==> config.mk <==
export PLATFORM = sky130hd
export DESIGN_NAME = pipelined_cla_adder
export DESIGN_NICKNAME = d
export VERILOG_FILES = /design/src/rtl/pipelined_cla_adder.sv
export SDC_FILE = /design/constraint.sdc
export NUM_CORES = 1
export LEC_CHECK = 0
export CAP_MARGIN = 20
export CORE_MARGIN = 2
export CORE_UTILIZATION = 50
export DETAILED_ROUTE_END_ITERATION = 12
export PLACE_DENSITY = 0.79
export SETUP_SLACK_MARGIN = 0.2
export SLEW_MARGIN = 20
export SYNTH_ARGS = -nofsm -noshare
export SYNTH_HDL_FRONTEND = slang
export SYNTH_SLANG_ARGS = --single-unit
==> constraint.sdc <==
create_clock -name clock -period 2 [get_ports clock]
set_input_delay 0.4 -clock clock [delete_from_list [all_inputs] [get_ports clock]]
set_output_delay 0.4 -clock clock [all_outputs]
set_load 0.01 [all_outputs]
==> src/rtl/pipelined_cla_adder.sv <==
// Pipelined carry-lookahead adder/subtractor: one BLOCK-bit lookahead segment per stage,
// globally stalled by output back-pressure, one operation per cycle when unstalled.
module pipelined_cla_adder #(
    parameter int WIDTH = 32,
    parameter int BLOCK = 8
) (
    input  logic             clock,
    input  logic             reset_n,
    input  logic             in_valid,
    output logic             in_ready,
    input  logic [WIDTH-1:0] in_a,
    input  logic [WIDTH-1:0] in_b,
    input  logic             in_sub,
    input  logic             in_cin,
    output logic             out_valid,
    input  logic             out_ready,
    output logic [WIDTH-1:0] out_sum,
    output logic             out_cout,
    output logic             out_ovf,
    output logic             out_zero
);
    localparam int NSEG = WIDTH / BLOCK;

    logic             r_run;
    logic             w_en;
    logic [WIDTH-1:0] w_b_eff;
    logic             w_cin0;

    // Handshake: a transfer happens on an edge where valid & ready; the pipe advances as a
    // whole whenever the last stage is empty or being drained (out_ready), and in_ready
    // follows that advance so nothing is dropped while stalled.
    assign w_en     = ~(out_valid & ~out_ready);
    assign in_ready = r_run & w_en;
    assign w_b_eff  = in_sub ? ~in_b : in_b;
    assign w_cin0   = in_cin ^ in_sub;

    always_ff @(posedge clock or negedge reset_n) begin
        if (!reset_n) begin
            r_run <= 1'b0;
        end else begin
            r_run <= 1'b1;
        end
    end

    // Carries of one segment in group generate/propagate form, so cin never ripples.
    function automatic logic [BLOCK:0] seg_carries(input logic [BLOCK-1:0] a,
                                                   input logic [BLOCK-1:0] b,
                                                   input logic             cin);
        logic           gg;
        logic           pp;
        logic [BLOCK:0] c;
        c    = '0;
        c[0] = cin;
        gg   = 1'b0;
        pp   = 1'b1;
        for (int i = 0; i < BLOCK; i++) begin
            gg       = (a[i] & b[i]) | ((a[i] ^ b[i]) & gg);
            pp       = pp & (a[i] ^ b[i]);
            c[i + 1] = gg | (pp & cin);
        end
        return c;
    endfunction

    for (genvar k = 0; k < NSEG; k++) begin : g_stage
        logic [BLOCK-1:0]       w_seg_a;
        logic [BLOCK-1:0]       w_seg_b;
        logic [BLOCK-1:0]       w_seg_s;
        logic                   w_seg_cin;
        logic                   w_vin;
        logic                   w_load;
        logic [BLOCK:0]         w_c;
        logic [(k+1)*BLOCK-1:0] w_sum_nxt;
        logic                   r_valid;
        logic                   r_carry;
        logic [(k+1)*BLOCK-1:0] r_sum;

        if (k == 0) begin : g_first
            assign w_seg_a   = in_a[BLOCK-1:0];
            assign w_seg_b   = w_b_eff[BLOCK-1:0];
            assign w_seg_cin = w_cin0;
            assign w_vin     = in_valid & r_run;
            assign w_sum_nxt = w_seg_s;
        end else begin : g_next
            assign w_seg_a   = g_stage[k-1].g_ops.r_a[BLOCK-1:0];
            assign w_seg_b   = g_stage[k-1].g_ops.r_b[BLOCK-1:0];
            assign w_seg_cin = g_stage[k-1].r_carry;
            assign w_vin     = g_stage[k-1].r_valid;
            assign w_sum_nxt = {w_seg_s, g_stage[k-1].r_sum};
        end

        assign w_c     = seg_carries(w_seg_a, w_seg_b, w_seg_cin);
        assign w_seg_s = w_seg_a ^ w_seg_b ^ w_c[BLOCK-1:0];
        // Data registers only load real operations, so bubbles never capture idle inputs.
        assign w_load  = w_en & w_vin;

        always_ff @(posedge clock or negedge reset_n) begin
            if (!reset_n) begin
                r_valid <= 1'b0;
                r_carry <= 1'b0;
                r_sum   <= '0;
            end else begin
                if (w_en) begin
                    r_valid <= w_vin;
                end
                if (w_load) begin
                    r_carry <= w_c[BLOCK];
                    r_sum   <= w_sum_nxt;
                end
            end
        end

        if (k < NSEG - 1) begin : g_ops
            localparam int UP = WIDTH - (k + 1) * BLOCK;
            logic [UP-1:0] w_a_up;
            logic [UP-1:0] w_b_up;
            logic [UP-1:0] r_a;
            logic [UP-1:0] r_b;

            if (k == 0) begin : g_src_in
                assign w_a_up = in_a[WIDTH-1:BLOCK];
                assign w_b_up = w_b_eff[WIDTH-1:BLOCK];
            end else begin : g_src_prev
                assign w_a_up = g_stage[k-1].g_ops.r_a[WIDTH-k*BLOCK-1:BLOCK];
                assign w_b_up = g_stage[k-1].g_ops.r_b[WIDTH-k*BLOCK-1:BLOCK];
            end

            always_ff @(posedge clock or negedge reset_n) begin
                if (!reset_n) begin
                    r_a <= '0;
                    r_b <= '0;
                end else if (w_load) begin
                    r_a <= w_a_up;
                    r_b <= w_b_up;
                end
            end
        end

        if (k == NSEG - 1) begin : g_last
            logic r_cmsb;

            always_ff @(posedge clock or negedge reset_n) begin
                if (!reset_n) begin
                    r_cmsb <= 1'b0;
                end else if (w_load) begin
                    r_cmsb <= w_c[BLOCK-1];
                end
            end

            assign out_valid = r_valid;
            assign out_sum   = r_sum;
            assign out_cout  = r_carry;
            assign out_ovf   = r_cmsb ^ r_carry;
            // Qualified by valid so the flag reads 0 in reset and on an empty pipe.
            assign out_zero  = r_valid & ~|r_sum;
        end
    end
endmodule

# Word-level counts from Yosys, hierarchy flattened
# Cells that the tools add are included.
# classes
order_cmp	0
addsub	0
n_mux	1
n_mul	0
bitwise	233
eq_ne	0
div	0
reduce_logical	2
shift	0
# ops
operator	n
$and 1x1->1	128
$xor 8x8->8	8
$or 1x1->1	60
$xor 1x1->1	34
$mux 32	1
$not 32->32	1
$reduce_or 32->1	1
$not 1->1	2
$logic_not 1->1	1
# totals
out_inout_bits	37
register_bits	186
latch_bits	0
n_memories	0
ram_bits	0
input_bits	70
romBits	0

# Logic depth before layout (Yosys ltp)
# depth
ltp_word	18
mapped_depth	9
depth_no_buf	7

# Worst setup path after synthesis
# Ideal clock, no wire load.
# synth_timing
kind	input -> register
from	input in_sub
to	register g_stage[0].r_carry
arrival_time_ns	2.063
stages	9
slack_ns	-0.192
setup_ns	0.128
t_required_ns	1.872
cell_sequence	buf_6 > buf_2 > xor2_1 > ha_1 > o21a_1 > or2_2 > and3_1 > a21boi_0 > o21ai_0
# synth_between
elab_chain_len	17
word_cells_on_any_way	41
# synth_rtl
item	line	rtl
from (decl)	13	input logic in_sub,
$mux 32	34	assign w_b_eff = in_sub ? ~in_b : in_b;
$xor 1x1->1 or $and 1x1->1 (tied branches)	57, 58	
$and 1x1->1	57	gg = (a[i] & b[i]) | ((a[i] ^ b[i]) & gg);
$or 1x1->1	57	
$and 1x1->1	57	
$or 1x1->1	57	
$and 1x1->1	57	
$or 1x1->1	57	
$and 1x1->1	57	
$or 1x1->1	57	
$and 1x1->1	57	
$or 1x1->1	57	
$and 1x1->1	57	
$or 1x1->1	57	
$and 1x1->1	57	
$or 1x1->1	57	
$or 1x1->1 (*)	59	c[i + 1] = gg | (pp & cin);
to (signal assigned)	106	r_carry <= w_c[BLOCK];
to (decl)	74	logic r_carry;
# Mark *: on every way between the ends. The rest lies on a longest branch, timed or not.
# A chain may end at the register's enable or synchronous reset.

# Worst setup path after layout
# layout_timing
from	register g_stage[3].r_sum[5], in the netlist out_sum[5]
to	output out_zero
# layout_between
elab_chain_len	3
# layout_rtl
item	line	rtl
from (decl)	75	logic [(k+1)*BLOCK-1:0] r_sum;
from (signal assigned)	107	r_sum <= w_sum_nxt;
$reduce_or 32->1	154	assign out_zero = r_valid & ~|r_sum;
$logic_not 1->1	154	
$and 1x1->1	154	
to (decl)	20	output logic out_zero
# No other way between the ends.

==> impl.org <==
** Cells and area
- In the final layout, the share of cells above drive strength 1 is 0.2873.
- The number of antenna diodes in the final layout is 0.
- The net count of the finished layout is 998.
- Once layout is complete, the utilization of the core stands at 0.6817.
- Area grow syn2layout :: 33.77%
- Post-route non-filler standard cell count :: 1125

** Timing
- Setup repair after global routing could not meet its margin everywhere.
- Post-layout minimum cycle time :: 2171 ps
- Total count of max-transition violations in the final report :: 0
- In the post-route analysis, the smallest setup slack over all paths is -171.1 ps.
- Final-report hold violation count :: 0
- Final count of negative-setup-slack endpoints :: 1
- Final period utilization :: 1.086
- Setup TNS :: -171.1 ps
- For this run, the top clock speed supported by timing is 460.6 MHz.
- Clock tree skew after final layout :: 9.611 ps

** Yosys
- Total number of yosys warnings :: 0
- Number of synthesized flops with an enable pin :: 0
- The synthesized netlist contains 44 unique library cells.
- Yosys reg bits :: 186
- Summing every instance area after synthesis gives 0.008421 sq mm.
- Post-synthesis average cell area :: 11.71 sq um
- The cell count after synthesis came out at 719.
- Synthesis produced a netlist with a net count of 825.
- Async set-or-reset flop fraction in the synthesized netlist :: 1.000
- Sequential-to-total area share from yosys stat :: 0.5527
- In the synthesized netlist the dominant register cell turns out to be dfrtp_1.

** Clock network
- Max H-tree Level :: 4
- In this run the clock root is driven by a clkbuf_16.
- After clock tree synthesis, the clock-pin slew on the worst setup and hold paths is 70 ps.
- At the later pin of the worst-skew pair, clock insertion delay measures 430 ps.
- Maximum clock insertion buffer count :: 2
- Clock buffer count from CTS :: 17
- Clock tree from TritonCTS :: built
- The clock drives 186 sinks.

** Flow run
- The tool flagged a number of max-cap violations equal to 0.

** Placed design
- DPL Wire Length :: 12.37 mm
- Total of buffers placed on input and output ports :: 106
- Timing analysis after detailed placement gives a worst setup slack of -265.0 ps.
- Dpl cells :: 1081
- Final GP Congestion :: 0.8217

** Floorplan
- # IOs :: 107
- The floorplan step set the die width to 133.8 um.
- The region available for standard cell placement spans 0.01652 sq mm.
- The initial utilization of the core area, before any placement, comes to 0.5096.
- # rows :: 47
- The floorplan step defined a die boundary enclosing 0.01790 sq mm.
- Measured along the y axis, the die boundary spans 133.8 um.

** Critical path
- Startpoint Class :: flip-flop
- Largest fanout of any net on the critical path :: 2
- Critical Path AT :: 1770 ps
- Req. time, crit path :: 1600 ps
- By startpoint and endpoint, the worst setup path is classified as flip-flop to primary output.
- The worst setup path is captured at a primary output.

** Routing
- Post-route ant nets :: 0
- Overall routed net length :: 17.95 mm
- The first detailed-routing pass ran for 4 iterations.
- Dividing the detail-routed wire length by the instance count gives 15.95 um.
- In the routed layout, each cell is associated on average with a via count of 5.132.
- # DRC :: 0
- DRC violation total after the first TritonRoute iteration :: 253
- Total vias in the final route :: 5774

** GRT
- Number of global-route vias before repair :: 6047
- The number of antenna violations at the first check in global routing came to 0.
- In the global route stage, overall resource usage came out at 0.2114.
- Entering global routing, the biggest net connects 52 pins.
- After global routing the overflow that remains totals 0.
- Global-route wire length before repair :: 29.80 mm

** Power and ir drop
- Total leakage power :: 0.005305 uW
- In this run the power density over the cells is 1502 mW/mm^2.
- Power consumption :: 16920 uW
- Highest ir drop seen on vdd :: 0.7919 mV

** Run status
- Failing checks :: setup timing
- The flow ran to the end, but the final reports show violations.

** Worst hold path
- Min-delay worst type :: flip-flop to flip-flop
-- routing by layer --
layer / vias up / share of wire / GRT usage / routed length, um
met4: 0 / 0.014 / 0.05437 / 246
met1: 2823 / 0.44 / 0.2771 / 7908
li1: 2818 / - / - / -
met3: 26 / 0.036 / 0.04497 / 642
met2: 107 / 0.51 / 0.3607 / 9152
met5: - / 0 / 0 / 0
-- where the power goes --
| part | switching [uW] | total [uW] | internal, uW |
|---|---|---|---|
| Combinational | 3180 | 7030 | 3850 |
| Clock | 1390 | 3560 | 2170 |
| Sequential | 1010 | 6340 | 5320 |
-- cells in the mapped netlist (2+ instances only) --
master	count	area, sq um
or2_2	3	18.77
buf_1	2	7.510
xor2_1	17	148.9
buf_2	17	85.08
o21ai_0	57	285.3
ha_1	32	400.4
nand2b_1	2	12.51
a211oi_1	3	22.52
mux2i_1	2	20.02
nand3_1	8	40.04
nor2b_1	2	12.51
o2bb2ai_1	2	17.52
or3_1	3	18.77
and3_1	2	12.51
o211ai_1	2	15.01
xnor2_1	36	315.3
mux2_2	101	1137
nand2_1	140	525.5
nor2_1	9	33.78
fa_1	4	80.08
inv_1	8	30.03
nor3_1	9	45.04
nor4_1	6	37.54
o21bai_1	2	15.01
nand4_1	2	12.51
o31ai_1	4	30.03
o21a_1	8	60.06
a211o_1	4	35.03
a31oi_1	4	25.02
clkbuf_1	12	45.04
dfrtp_1	186	4654
a21o_1	8	60.06
a21oi_1	11	55.05
-- flip-flops by register name (all words and copies together), names as in the netlist --
signal / flops
g_stage.g_ops.r_a: 48
g_stage.r_carry: 3
g_stage.r_sum: 48
out_sum: 32
g_stage.r_valid: 3
out_cout: 1
out_valid: 1
r_run: 1
g_stage.g_last.r_cmsb: 1
g_stage.g_ops.r_b: 48
-- cell type report --
cell class                 count  area [sq um]
timing repair buffer         186          1748
clock inverter                 9         133.9
fill                        1213          5260
clock buffer                  23         508.0
tap                          220         275.3
multi-input combinational    493          3914
inverter                       8         30.03
sequential                   186          4656
-- worst paths after layout --
kind,endpoint,startpoint,slack (ps),cells past startpoint
setup / recovery,out_zero,out_sum[5]$_DFFE_PN0P_,-170,5
hold / removal,g_stage[0].g_ops.r_a[9]$_DFFE_PN0P_,g_stage[0].g_ops.r_a[9]$_DFFE_PN0P_,470,2
setup reg to reg,out_sum[31]$_DFFE_PN0P_,g_stage[2].g_ops.r_b[0]$_DFFE_PN0P_,190,7
hold reg to reg,g_stage[0].g_ops.r_a[9]$_DFFE_PN0P_,g_stage[0].g_ops.r_a[9]$_DFFE_PN0P_,470,2
max in group asynchronous,out_sum[8]$_DFFE_PN0P_,reset_n,810,3
min in group asynchronous,g_stage[2].r_sum[2]$_DFFE_PN0P_,reset_n,480,2
-- kinds of logic (layout without fill, tap and decap cells) --
logic type / after synthesis / in the layout / synth area share
buffers and inverters: 40 / 226 / 0.02125
xor gates and xnor gates: 54 / 54 / 0.05706
AOI/OAI and AO/OA: 110 / 110 / 0.07964
and+or+nand+nor: 189 / 189 / 0.09435
adders and majority gates: 36 / 36 / 0.05706
muxes: 103 / 103 / 0.1374
DFF: 186 / 186 / 0.5527
other: 1 / 1 / 0.0004453
-- layout by cell type (no fill, tap or decap), types with 9 or more instances in the layout --
cell type	synthesis	layout
ha_4	0	9
nor2_1	9	9
ha_1	32	23
mux2_2	101	101
o21ai_0	57	47
buf_12	0	10
dlygate4sd2_1	0	35
clkbuf_16	0	17
clkdlybuf4s50_1	0	63
xor2_1	17	17
buf_4	0	69
dfrtp_1	186	185
nand2_1	140	136
xnor2_1	36	35
-- what timing repair did --
action	in CTS	in global routing
gates cloned	0	0
endpoints found under the setup margin	50	21
setup buffers	8	3
pin swaps	28	23
endpoints found under the hold margin	42	0
resized for setup	63	33
hold buffers	1	0
-- per-stage QoR --
stage,cell area [sq um],hold WS [ps]
3_5_place_dp,10270,364.3
2_1_floorplan,8452,104.4
3_3_place_gp,10270,364.2
6_report,11260,473.9
5_1_grt,11260,495.4
4_1_cts,11070,477.8
-- critical path: stages (launching register included) --
cell and delay [ps]:
dfrtp_1 410, nor4_4 310, nand4_1 220, nor3_2 160
buf_4 140, buf_6 90
Note: power is estimated with default switching activity, not from simulation.
